[config.mk]
export PLATFORM = sky130hd
export DESIGN_NAME = ex_stage_pipe
export DESIGN_NICKNAME = d
export VERILOG_FILES = /design/src/rtl/cpu_pkg.sv /design/src/rtl/alu.sv /design/src/rtl/ex_stage_pipe.sv
export SDC_FILE = /design/constraint.sdc
export NUM_CORES = 1
export LEC_CHECK = 0
export BUFFER_PORTS_ARGS = -buffer_cell sky130_fd_sc_hd__clkbuf_2
export CAP_MARGIN = 20
export CORE_ASPECT_RATIO = 1.75
export CORE_MARGIN = 2
export CORE_UTILIZATION = 41
export CTS_CLUSTER_SIZE = 25
export DETAILED_ROUTE_END_ITERATION = 16
export GPL_TIMING_DRIVEN = 1
export PLACE_DENSITY_LB_ADDON = 0.2
export SLEW_MARGIN = 20
export SYNTH_ARGS = -nofsm -noshare
export SYNTH_HDL_FRONTEND = slang
export SYNTH_SLANG_ARGS = --single-unit
export TNS_END_PERCENT = 30
[constraint.sdc]
create_clock -name clock -period 7.6 [get_ports clock]
set_input_delay 1.14 -clock clock [delete_from_list [all_inputs] [get_ports clock]]
set_output_delay 1.14 -clock clock [all_outputs]
set_load 0.005 [all_outputs]
[src/rtl/cpu_pkg.sv]
// Shared CPU definitions: ALU op codes, forwarding-select encodings and EX pipeline payloads.
// Imported by the decoder and by ex_stage_pipe.
package cpu_pkg;

    localparam int unsigned DATA_W = 32;
    localparam int unsigned REG_W  = 5;
    localparam int unsigned OP_W   = 5;
    localparam int unsigned FWD_W  = 2;

    typedef logic [OP_W-1:0]  alu_op_t;
    typedef logic [FWD_W-1:0] fwd_sel_t;

    localparam alu_op_t ALU_ADD   = 5'd0;
    localparam alu_op_t ALU_ADDU  = 5'd1;
    localparam alu_op_t ALU_SUB   = 5'd2;
    localparam alu_op_t ALU_SUBU  = 5'd3;
    localparam alu_op_t ALU_AND   = 5'd4;
    localparam alu_op_t ALU_NOR   = 5'd5;
    localparam alu_op_t ALU_OR    = 5'd6;
    localparam alu_op_t ALU_XOR   = 5'd7;
    localparam alu_op_t ALU_SLL   = 5'd8;
    localparam alu_op_t ALU_SLLV  = 5'd9;
    localparam alu_op_t ALU_SRL   = 5'd10;
    localparam alu_op_t ALU_SRLV  = 5'd11;
    localparam alu_op_t ALU_SRA   = 5'd12;
    localparam alu_op_t ALU_SRAV  = 5'd13;
    localparam alu_op_t ALU_SLT   = 5'd14;
    localparam alu_op_t ALU_JR    = 5'd15;
    localparam alu_op_t ALU_ADDI  = 5'd16;
    localparam alu_op_t ALU_ADDIU = 5'd17;
    localparam alu_op_t ALU_ANDI  = 5'd18;
    localparam alu_op_t ALU_ORI   = 5'd19;
    localparam alu_op_t ALU_BEQ   = 5'd20;
    localparam alu_op_t ALU_BNE   = 5'd21;
    localparam alu_op_t ALU_LW    = 5'd22;
    localparam alu_op_t ALU_SW    = 5'd23;
    localparam alu_op_t ALU_J     = 5'd24;
    localparam alu_op_t ALU_JAL   = 5'd25;
    localparam alu_op_t ALU_XORI  = 5'd26;

    localparam fwd_sel_t FWD_IDEX     = 2'b00;
    localparam fwd_sel_t FWD_MEM      = 2'b01;
    localparam fwd_sel_t FWD_WB       = 2'b10;
    localparam fwd_sel_t FWD_IDEX_ALT = 2'b11;

    typedef struct packed {
        logic              reg_write;
        logic              mem_to_reg;
        logic              mem_write;
        logic              mem_read;
        logic              alu_src;
        logic              reg_dst;
        logic              sig_shamp;
        logic              I_type;
        logic              sw;
        alu_op_t           alu_control;
        logic [DATA_W-1:0] extend_num;
        logic [DATA_W-1:0] rs_data;
        logic [DATA_W-1:0] rt_data;
        logic [REG_W-1:0]  rs_address;
        logic [REG_W-1:0]  rt_address;
        logic [REG_W-1:0]  rd_address;
        logic [REG_W-1:0]  shamp;
    } id_ex_t;

    typedef struct packed {
        logic              reg_write;
        logic              mem_to_reg;
        logic              mem_write;
        logic              mem_read;
        logic              I_type;
        logic              sw;
        logic [DATA_W-1:0] alu_out;
        logic [DATA_W-1:0] write_data;
        logic [REG_W-1:0]  write_reg;
        logic [REG_W-1:0]  rd_address;
    } ex_mem_t;

endpackage

[src/rtl/alu.sv]
// Combinational execute-stage ALU; result plus {zero, negative, overflow} flags.
// Flag outputs exist only when EX_FLAGS_EN is defined.
module alu
    import cpu_pkg::*;
(
    input  alu_op_t           alu_control,
    input  logic [DATA_W-1:0] src_a,
    input  logic [DATA_W-1:0] src_b,
    output logic [DATA_W-1:0] result
`ifdef EX_FLAGS_EN
    ,
    output logic [2:0]        flags
`endif
);

    always_comb begin
        result = '0;
        case (alu_control)
            ALU_ADD, ALU_ADDU, ALU_ADDI, ALU_ADDIU, ALU_LW, ALU_SW:
                result = src_a + src_b;
            ALU_SUB, ALU_SUBU, ALU_BEQ, ALU_BNE:
                result = src_a - src_b;
            ALU_AND, ALU_ANDI:
                result = src_a & src_b;
            ALU_NOR:
                result = ~(src_a | src_b);
            ALU_OR, ALU_ORI:
                result = src_a | src_b;
            ALU_XOR, ALU_XORI:
                result = src_a ^ src_b;
            ALU_SLL, ALU_SLLV:
                result = src_b << src_a[4:0];
            ALU_SRL, ALU_SRLV:
                result = src_b >> src_a[4:0];
            ALU_SRA, ALU_SRAV:
                result = DATA_W'($signed(src_b) >>> src_a[4:0]);
            ALU_SLT:
                result = DATA_W'($signed(src_a) < $signed(src_b));
            ALU_JR, ALU_J, ALU_JAL:
                result = '0;
            default:
                result = '0;
        endcase
    end

`ifdef EX_FLAGS_EN
    logic overflow;

    // Signed overflow is reported only for the trapping-class ops, never acted on here.
    always_comb begin
        overflow = 1'b0;
        case (alu_control)
            ALU_ADD, ALU_ADDI:
                overflow = (src_a[DATA_W-1] == src_b[DATA_W-1]) &&
                           (result[DATA_W-1] != src_a[DATA_W-1]);
            ALU_SUB:
                overflow = (src_a[DATA_W-1] != src_b[DATA_W-1]) &&
                           (result[DATA_W-1] != src_a[DATA_W-1]);
            default:
                overflow = 1'b0;
        endcase
    end

    assign flags = {(result == '0), result[DATA_W-1], overflow};
`endif

endmodule

[src/rtl/ex_stage_pipe.sv]
// MIPS execute-stage slice: ID/EX register, forwarding/operand muxes, ALU, EX/MEM register.
// Define EX_FLAGS_EN to compute ALU flags and register them as flags_m.
module ex_stage_pipe
    import cpu_pkg::*;
(
    input  logic        clock,
    input  logic        reset,
    input  logic        sig_stall,
    input  logic        reg_write_d,
    input  logic        mem_to_reg_d,
    input  logic        mem_write_d,
    input  logic        mem_read_d,
    input  logic        alu_src_d,
    input  logic        reg_dst_d,
    input  logic        sig_shamp_d,
    input  logic        I_type_d,
    input  logic        sw_d,
    input  logic [4:0]  alu_control_d,
    input  logic [31:0] extend_num_d,
    input  logic [31:0] rs_data_d,
    input  logic [31:0] rt_data_d,
    input  logic [4:0]  rs_address_d,
    input  logic [4:0]  rt_address_d,
    input  logic [4:0]  rd_address_d,
    input  logic [4:0]  shamp_d,
    input  logic [1:0]  fwd_sel_a,
    input  logic [1:0]  fwd_sel_b,
    input  logic [31:0] result_w,
    output logic [4:0]  rs_address_e,
    output logic [4:0]  rt_address_e,
    output logic        mem_read_e,
    output logic        I_type_e,
    output logic        sw_e,
    output logic [2:0]  flags,
    output logic        reg_write_m,
    output logic        mem_to_reg_m,
    output logic        mem_write_m,
    output logic        mem_read_m,
    output logic        I_type_m,
    output logic        sw_m,
    output logic [31:0] alu_out_m,
    output logic [31:0] write_data_m,
    output logic [4:0]  write_reg_m,
    output logic [4:0]  rd_address_m
`ifdef EX_FLAGS_EN
    ,
    output logic [2:0]  flags_m
`endif
);

    id_ex_t            id_ex_d, id_ex_q;
    ex_mem_t           ex_mem_d, ex_mem_q;
    logic [DATA_W-1:0] fwd_a, fwd_b, src_a, src_b, alu_result;
    logic [REG_W-1:0]  write_reg_e;

    always_comb begin
        id_ex_d             = '0;
        id_ex_d.reg_write   = reg_write_d;
        id_ex_d.mem_to_reg  = mem_to_reg_d;
        id_ex_d.mem_write   = mem_write_d;
        id_ex_d.mem_read    = mem_read_d;
        id_ex_d.alu_src     = alu_src_d;
        id_ex_d.reg_dst     = reg_dst_d;
        id_ex_d.sig_shamp   = sig_shamp_d;
        id_ex_d.I_type      = I_type_d;
        id_ex_d.sw          = sw_d;
        id_ex_d.alu_control = alu_control_d;
        id_ex_d.extend_num  = extend_num_d;
        id_ex_d.rs_data     = rs_data_d;
        id_ex_d.rt_data     = rt_data_d;
        id_ex_d.rs_address  = rs_address_d;
        id_ex_d.rt_address  = rt_address_d;
        id_ex_d.rd_address  = rd_address_d;
        id_ex_d.shamp       = shamp_d;
    end

    // A stall loads an all-zero bubble; the upstream stage re-presents its instruction.
    always_ff @(posedge clock or posedge reset) begin
        if (reset) begin
            id_ex_q <= '0;
        end else if (sig_stall) begin
            id_ex_q <= '0;
        end else begin
            id_ex_q <= id_ex_d;
        end
    end

    // MEM forwarding uses the registered EX/MEM result, so no combinational loop forms.
    always_comb begin
        fwd_a = id_ex_q.rs_data;
        case (fwd_sel_a)
            FWD_MEM:            fwd_a = ex_mem_q.alu_out;
            FWD_WB:             fwd_a = result_w;
            FWD_IDEX, FWD_IDEX_ALT: fwd_a = id_ex_q.rs_data;
            default:            fwd_a = id_ex_q.rs_data;
        endcase
    end

    always_comb begin
        fwd_b = id_ex_q.rt_data;
        case (fwd_sel_b)
            FWD_MEM:            fwd_b = ex_mem_q.alu_out;
            FWD_WB:             fwd_b = result_w;
            FWD_IDEX, FWD_IDEX_ALT: fwd_b = id_ex_q.rt_data;
            default:            fwd_b = id_ex_q.rt_data;
        endcase
    end

    assign src_a       = id_ex_q.sig_shamp ? DATA_W'(id_ex_q.shamp) : fwd_a;
    assign src_b       = id_ex_q.alu_src ? id_ex_q.extend_num : fwd_b;
    assign write_reg_e = id_ex_q.reg_dst ? id_ex_q.rd_address : id_ex_q.rt_address;

`ifdef EX_FLAGS_EN
    logic [2:0] flags_q;

    alu u_alu (
        .alu_control (id_ex_q.alu_control),
        .src_a       (src_a),
        .src_b       (src_b),
        .result      (alu_result),
        .flags       (flags)
    );

    always_ff @(posedge clock or posedge reset) begin
        if (reset) begin
            flags_q <= '0;
        end else begin
            flags_q <= flags;
        end
    end

    assign flags_m = flags_q;
`else
    alu u_alu (
        .alu_control (id_ex_q.alu_control),
        .src_a       (src_a),
        .src_b       (src_b),
        .result      (alu_result)
    );

    assign flags = 3'b000;
`endif

    always_comb begin
        ex_mem_d            = '0;
        ex_mem_d.reg_write  = id_ex_q.reg_write;
        ex_mem_d.mem_to_reg = id_ex_q.mem_to_reg;
        ex_mem_d.mem_write  = id_ex_q.mem_write;
        ex_mem_d.mem_read   = id_ex_q.mem_read;
        ex_mem_d.I_type     = id_ex_q.I_type;
        ex_mem_d.sw         = id_ex_q.sw;
        ex_mem_d.alu_out    = alu_result;
        ex_mem_d.write_data = fwd_b;
        ex_mem_d.write_reg  = write_reg_e;
        ex_mem_d.rd_address = id_ex_q.rd_address;
    end

    always_ff @(posedge clock or posedge reset) begin
        if (reset) begin
            ex_mem_q <= '0;
        end else begin
            ex_mem_q <= ex_mem_d;
        end
    end

    assign rs_address_e = id_ex_q.rs_address;
    assign rt_address_e = id_ex_q.rt_address;
    assign mem_read_e   = id_ex_q.mem_read;
    assign I_type_e     = id_ex_q.I_type;
    assign sw_e         = id_ex_q.sw;

    assign reg_write_m  = ex_mem_q.reg_write;
    assign mem_to_reg_m = ex_mem_q.mem_to_reg;
    assign mem_write_m  = ex_mem_q.mem_write;
    assign mem_read_m   = ex_mem_q.mem_read;
    assign I_type_m     = ex_mem_q.I_type;
    assign sw_m         = ex_mem_q.sw;
    assign alu_out_m    = ex_mem_q.alu_out;
    assign write_data_m = ex_mem_q.write_data;
    assign write_reg_m  = ex_mem_q.write_reg;
    assign rd_address_m = ex_mem_q.rd_address;

endmodule

==> results.sh, run 1 <==
export IMPL_run_status="finished, final reports clean"
export IMPL_min_path_cells=0
export IMPL_max_cap_viol_count=0
export IMPL_synth_edf_count=0
export IMPL_grt_pass1_vias=17700
export IMPL_postCtsSetupBuffers=0
export IMPL_p_leak_nw=9.39
export IMPL_cp_required_ns=8.04
export IMPL_cpPeakStageDelay_ns=0.58
export IMPL_firstDrtPassIters=7
export IMPL_hp_class="register to register"
export IMPL_cts_resized=0
export IMPL_rsz0062_at_grt="false"
export IMPL_drt_iter0_markers=1466
export IMPL_drive_gt1_share_pct=18.5
export IMPL_dieArea_mm2=0.0450
export IMPL_crit_path_max_fanout=35
export IMPL_timing_fmax_mhz=169
export IMPL_htreeDepth=1
export IMPL_ys_seq_elements=210
export IMPL_relSlewSlack_pct=27.8
export IMPL_start_kind="primary input"
export IMPL_hold_violations=0
export IMPL_period_minus_slack_ns=5.92
export IMPL_tritoncts="done"
export IMPL_pin_count=265
export IMPL_wire_per_inst_um=26.1
export IMPL_min_from="ex_mem_d[78]"
export IMPL_clk_latency_ns=0.52
export IMPL_synthTopCellsByCount="210 x dfrtp_1, 188 x nand2_1, 165 x nor2b_1"
export IMPL_place_congestion=0.988
export IMPL_cts_made_buffers=20
export IMPL_cts_buffer_depth=3
export IMPL_worst_setup_path_end_kind="register"
export IMPL_synth_largest_area_cell="dfrtp_1"
export IMPL_routed_wl_um=73800
export IMPL_reg2reg_depth=14
export IMPL_maxSlewViolCount=0
export IMPL_synth_cell_type_count=102
export IMPL_drc=0
export IMPL_grt_ovfl_total=0
export IMPL_power_density_mw_per_mm2=236
export IMPL_synth_area_leaders="dfrtp_1 30%, ha_1 7.3%, mux2i_1 6.8%, nor2b_1 5.8%, nand2_1 4.0%"
export IMPL_timing_rr_start="id_ex_q[125]"
export IMPL_synth_seq_area_share_pct=29.7
export IMPL_hold_end="mem_to_reg_m"
export IMPL_yosysMostFrequentCell="dfrtp_1"
export IMPL_cts_root_buf="clkbuf_16"
export IMPL_antenna_cells=0
export IMPL_coreArea_mm2=0.0427
export IMPL_yosysWarnings=0
export IMPL_clkSlewWorstSetupHoldPaths_ns=0.07
export IMPL_dp_hpwl_um=57100
export IMPL_synth_top_cell_area_share_pct=29.7
export IMPL_numClockSinks=210
export IMPL_vias=17500
export IMPL_crit_type="primary input to register"
export IMPL_die_h_um=279
export IMPL_vdd_drop_max_mv=0.233
export IMPL_grt_antenna_before_repair=1
export IMPL_synth_cells=2111
export IMPL_syn2layout_area_growth_pct=11.3
export IMPL_setup_tns_ns=0
export IMPL_grt_pass1_wl_um=110000
export IMPL_tightest_slew_ns=1.07
export IMPL_finalClockSkew_ns=0.0216
export IMPL_row_count=100
export IMPL_holdBufCountCts=0
export IMPL_rr_endpoint="alu_out_m[26]"
export IMPL_arrival_ns=6.36
export IMPL_postSynth_asyncResetShare_pct=100
export IMPL_nNetsFinal=2526
export IMPL_slowest_stage="a311oi_1"
export IMPL_port_buffers=261
export IMPL_synth_ff_type="dfrtp_1"
export IMPL_vias_per_cell=6.18
export IMPL_ant_nets=0
export IMPL_die_width_um=161
export IMPL_grt_use_total_pct=32.1
export IMPL_start_util_pct=41.5
export IMPL_setup_viol=0
export IMPL_synth_area_per_cell_um2=8.40
export IMPL_r2r_setup_slack_ns=2.29
export IMPL_crit_chain="clkbuf_2, inv_1, ha_2, buf_4, nor2b_2, buf_4, a221o_1, inv_1, ha_1, nor2b_1, o21a_1, a311oi_1, a2111o_1, o21ai_1, o21ai_2, inv_2, a2111oi_0, nor3b_1, o2111ai_1"
export IMPL_power_mw=4.66
export IMPL_grt_max_degree=134
export IMPL_synth_area_mm2=0.0177
export IMPL_finalCritPeriodShare_pct=77.9
[kinds of logic after synthesis]
| group | Yosys count | synth area share [%] |
|---|---|---|
| buffers and inverters | 309 | 8.59 |
| AND/OR/NAND/NOR | 647 | 18.0 |
| multiplexers | 137 | 7.87 |
| XOR/XNOR | 7 | 0.346 |
| flip-flops | 210 | 29.7 |
| other | 1 | 0.0212 |
| adder cells (fa/ha/maj) | 105 | 7.50 |
| AO/OA/AOI/OAI | 695 | 28.0 |
[cell usage in the layout (no fill, tap or decap), types with 32 or more instances in the layout]
| master | synthesis | layout |
|---|---|---|
| a211o_1 | 32 | 32 |
| a21oi_1 | 136 | 135 |
| a221oi_1 | 60 | 60 |
| buf_4 | 26 | 37 |
| clkbuf_2 | 1 | 260 |
| dfrtp_1 | 210 | 210 |
| ha_1 | 103 | 101 |
| inv_1 | 114 | 113 |
| mux2i_1 | 120 | 120 |
| nand2_1 | 188 | 188 |
| nand3_1 | 35 | 35 |
| nor2_1 | 138 | 138 |
| nor2b_1 | 165 | 165 |
| o21ai_0 | 125 | 125 |
[area by class of cell]
| class | instances | area, um2 |
|---|---|---|
| tap | 561 | 702 |
| fill | 4198 | 22900 |
| sequential | 210 | 5260 |
| clock buffer | 24 | 557 |
| inverter | 129 | 499 |
| multi-input combinational | 1594 | 11000 |
| clock inverter | 11 | 145 |
| timing repair buffer | 297 | 1580 |
[through the flow]
stage | util, % | std cells | area (um2) | hold slack (ns) | setup slack, ns
6_report | 46.2 | 2826 | 19700 | 0.364 | 1.68
3_3_place_gp | 44.6 | 2791 | 19000 | 0.334 | 1.35
5_1_grt | 46.2 | 2826 | 19700 | 0.371 | 1.40
4_1_cts | 46.2 | 2826 | 19700 | 0.366 | 1.79
3_5_place_dp | 44.6 | 2791 | 19000 | 0.346 | 1.27
2_1_floorplan | - | 2113 | 17700 | 0.331 | 0.722
[worst max-delay path: cells and delay by family]
kind / cells / cell delay (ns)
compound gates: 8 / 2.77
fa+ha+maj: 2 / 0.97
buf+inv: 6 / 0.97
simple gates: 3 / 0.47
[registers in the layout (all words and copies together), names as in the netlist]
signal and flops:
id_ex_q 109, alu_out_m 32, write_data_m 32, ex_mem_d 8, rd_address_m 5, rs_address_e 5
rt_address_e 5, write_reg_m 5, I_type_e 1, I_type_m 1, mem_read_e 1, mem_read_m 1
mem_to_reg_m 1, mem_write_m 1, reg_write_m 1, sw_e 1, sw_m 1
[power breakdown]
part,total [mW],internal (mW),leakage (nW),switching [mW]
Combinational,2.16,0.747,6.37,1.41
Clock,1.09,0.629,0.343,0.461
Sequential,1.42,1.25,2.67,0.170
Total,4.66,2.62,9.39,2.04
[routing by layer]
layer	routed length (um)	track usage (%)	vias to the layer above	share of wire [%]
li1	-	-	7904	-
met1	26400	35.8	8338	36
met2	36700	56.8	942	50
met3	4970	4.38	267	6.7
met4	5780	20.9	2	7.8
met5	13	0	-	0.018
[how the worst max path moves through the flow]
stage                      start       endpoint  slack (ns)
floorplan                  reset       I_type_e        0.72
finish              fwd_sel_b[1]  alu_out_m[28]        1.68
detailed placement  fwd_sel_b[1]   alu_out_m[0]        1.27
CTS                 fwd_sel_b[1]  alu_out_m[28]        1.79
global placement    fwd_sel_b[1]   alu_out_m[0]        1.35
global route        fwd_sel_b[1]   alu_out_m[0]        1.40
(Power assumes the default switching activity.)
==> run 2, diff against run 1 <==
- clock period: 7.6 -> 5.2 ns (I/O delays scaled with it)
==> run 2 against run 1 <==
Worst setup slack worse by 1.2 ns. Via count up 2.8%. Clock skew up 0.0040 ns. Flip-flop and latch count unchanged. Total power rose by 52%. Clock-buffer cell count did not move. Global-route usage up 1.5 points. Clock power grew 48%. Critical endpoint is now alu_out_m[24]. Largest cell class unchanged. Highest routed layer unchanged.
==> results.sh, run 2 (same netlist as run 1, synthesis figures left out) <==
export IMPL_timing_rr_start="id_ex_q[125]"
export IMPL_clkPwrFrac_pct=22.8
export IMPL_grt_pass1_vias=17900
export IMPL_numClockSinks=210
export IMPL_vias=17900
export IMPL_ant_nets=0
export IMPL_timing_fmax_mhz=213
export IMPL_coreArea_mm2=0.0427
export IMPL_drc=0
export IMPL_setup_viol=0
export IMPL_top_register="id_ex_q"
export IMPL_arrival_ns=5.09
export IMPL_finalCritPeriodShare_pct=90.2
export IMPL_mostFrequentLayoutCells="260 x clkbuf_2, 210 x dfrtp_1, 187 x nand2_1"
export IMPL_vdd_drop_max_mv=0.284
export IMPL_switching_share_pct=44.2
export IMPL_largest_reg_flops=109
export IMPL_cts_buffer_depth=3
export IMPL_layout_commonest_cell="clkbuf_2"
export IMPL_die_h_um=279
export IMPL_wire_per_inst_um=26.2
export IMPL_design_area_mm2=0.0206
export IMPL_hp_class="register to register"
export IMPL_placed_area_mm2=0.0199
export IMPL_endpoint="alu_out_m[24]"
export IMPL_grt_antenna_before_repair=1
export IMPL_rsz0062_at_grt="false"
export IMPL_cp_startpoint="id_ex_q[125]"
export IMPL_vias_per_cell=6.11
export IMPL_htreeDepth=1
export IMPL_dp_hpwl_um=61000
export IMPL_reg2reg_depth=15
export IMPL_drt_iter0_markers=1558
export IMPL_syn2layout_area_growth_pct=16.2
export IMPL_clk_latency_ns=0.54
export IMPL_port_buffers=261
export IMPL_nNetsFinal=2633
export IMPL_maxSlewViolCount=0
export IMPL_drive_gt1_share_pct=22.4
export IMPL_setup_tns_ns=0
export IMPL_holdBufCountCts=0
export IMPL_dieArea_mm2=0.0450
export IMPL_finalClockSkew_ns=0.0256
export IMPL_crit_type="register to register"
export IMPL_worst_path_buf_inv=2
export IMPL_grt_use_total_pct=33.6
export IMPL_p_switching_mw=3.13
export IMPL_die_width_um=161
export IMPL_r2r_setup_slack_ns=0.51
export IMPL_grt_max_degree=136
export IMPL_cp_top_family="compound AO/OA/AOI/OAI gates"
export IMPL_place_congestion=1.02
export IMPL_hold_violations=0
export IMPL_worst_setup_path_end_kind="register"
export IMPL_crit_cells=15
export IMPL_slowest_stage="dfrtp_1"
export IMPL_seqPwrFrac_pct=29.1
export IMPL_final_core_util_pct=48.3
export IMPL_tritoncts="done"
export IMPL_pwr_share_comb_pct=48.2
export IMPL_start_util_pct=41.5
export IMPL_tightest_slew_ns=1.06
export IMPL_cts_made_buffers=21
export IMPL_cts_resized=0
export IMPL_clkSlewWorstSetupHoldPaths_ns=0.07
export IMPL_rr_endpoint="alu_out_m[24]"
export IMPL_period_minus_slack_ns=4.69
export IMPL_pin_count=265
export IMPL_multi_input_area_mm2=0.0110
export IMPL_routed_wl_um=77000
export IMPL_grt_pass1_wl_um=114000
export IMPL_p_int_mw=3.96
export IMPL_cpPeakStageDelay_ns=0.84
export IMPL_max_cap_viol_count=0
export IMPL_run_status="finished, final reports clean"
export IMPL_crit_chain="nand2b_1, o221a_2, buf_4, inv_2, fa_1, nor2b_1, o21a_1, a311oi_1, a2111o_1, o21a_1, a21oi_1, a21oi_1, mux2i_1, a2111oi_0, o21ai_1"
export IMPL_relSlewSlack_pct=29.5
export IMPL_power_density_mw_per_mm2=345
export IMPL_cp_required_ns=5.60
export IMPL_start_kind="register"
export IMPL_fill_cells=4248
export IMPL_firstDrtPassIters=8
export IMPL_area_sequential_mm2=0.00526
export IMPL_grt_ovfl_total=0
export IMPL_crit_path_max_fanout=23
export IMPL_row_count=100
export IMPL_antenna_cells=0
export IMPL_cts_root_buf="clkbuf_16"
export IMPL_p_leak_nw=9.92
export IMPL_postCtsSetupBuffers=0
[run 2: cell count changes in the layout (fill, tap and decap cells not counted), sizes merged]
cell / change
inv: +4
bufinv: -2
clkinv: +1
buf: +106
[run 2: layout make-up]
class	instances	share of cell area [%]
clock buffer	24	2.75
timing repair buffer	403	11.7
tap	561	3.41
multi-input combinational	1594	53.5
sequential	210	25.5
inverter	129	2.41
clock inverter	14	0.778
[run 2: worst min-delay path by stage]
| stage | startpoint | end | cells after the start |
|---|---|---|---|
| finish | ex_mem_d[77] | mem_write_m | 0 |
| global placement | ex_mem_d[78] | mem_to_reg_m | 0 |
| CTS | ex_mem_d[77] | mem_write_m | 0 |
| floorplan | ex_mem_d[78] | mem_to_reg_m | 0 |
| detailed placement | ex_mem_d[77] | mem_write_m | 0 |
| global route | ex_mem_d[77] | mem_write_m | 0 |
[run 2: worst register-to-register path, cell delays in order (launching register included)]
cell       delay [ns]
dfrtp_1          0.84
nand2b_1         0.44
o221a_2          0.31
buf_4            0.15
inv_2            0.08
fa_1             0.46
nor2b_1          0.14
o21a_1           0.15
a311oi_1         0.12
a2111o_1         0.51
o21a_1           0.23
a21oi_1          0.30
a21oi_1          0.15
mux2i_1          0.14
a2111oi_0        0.42
o21ai_1          0.13
[run 2: metal layers]
metal  track usage, %  share of wire (%)
met5                0             0.0091
met3             4.60                6.4
met2             58.6                 49
met4             19.8                7.1
met1             39.0                 37
[run 2: power groups by stage]
stage	combinational, mW	sequential (mW)	clock, mW
6_report	3.42	2.06	1.61
5_1_grt	3.67	2.07	1.70
4_1_cts	3.35	2.06	1.65
3_5_place_dp	3.33	2.08	0
3_3_place_gp	3.33	2.09	0
2_1_floorplan	2.13	1.97	0
[run 2: metrics by stage]
stage	total power, mW	worst slack [ns]	std cells	hold WS [ns]
global placement	5.43	0.189	2896	0.332
detailed placement	5.42	0.0629	2897	0.338
floorplan	4.10	0.248	2113	0.331
CTS	7.06	0.560	2935	0.352
finish	7.10	0.510	2935	0.350
global route	7.44	0.196	2935	0.359
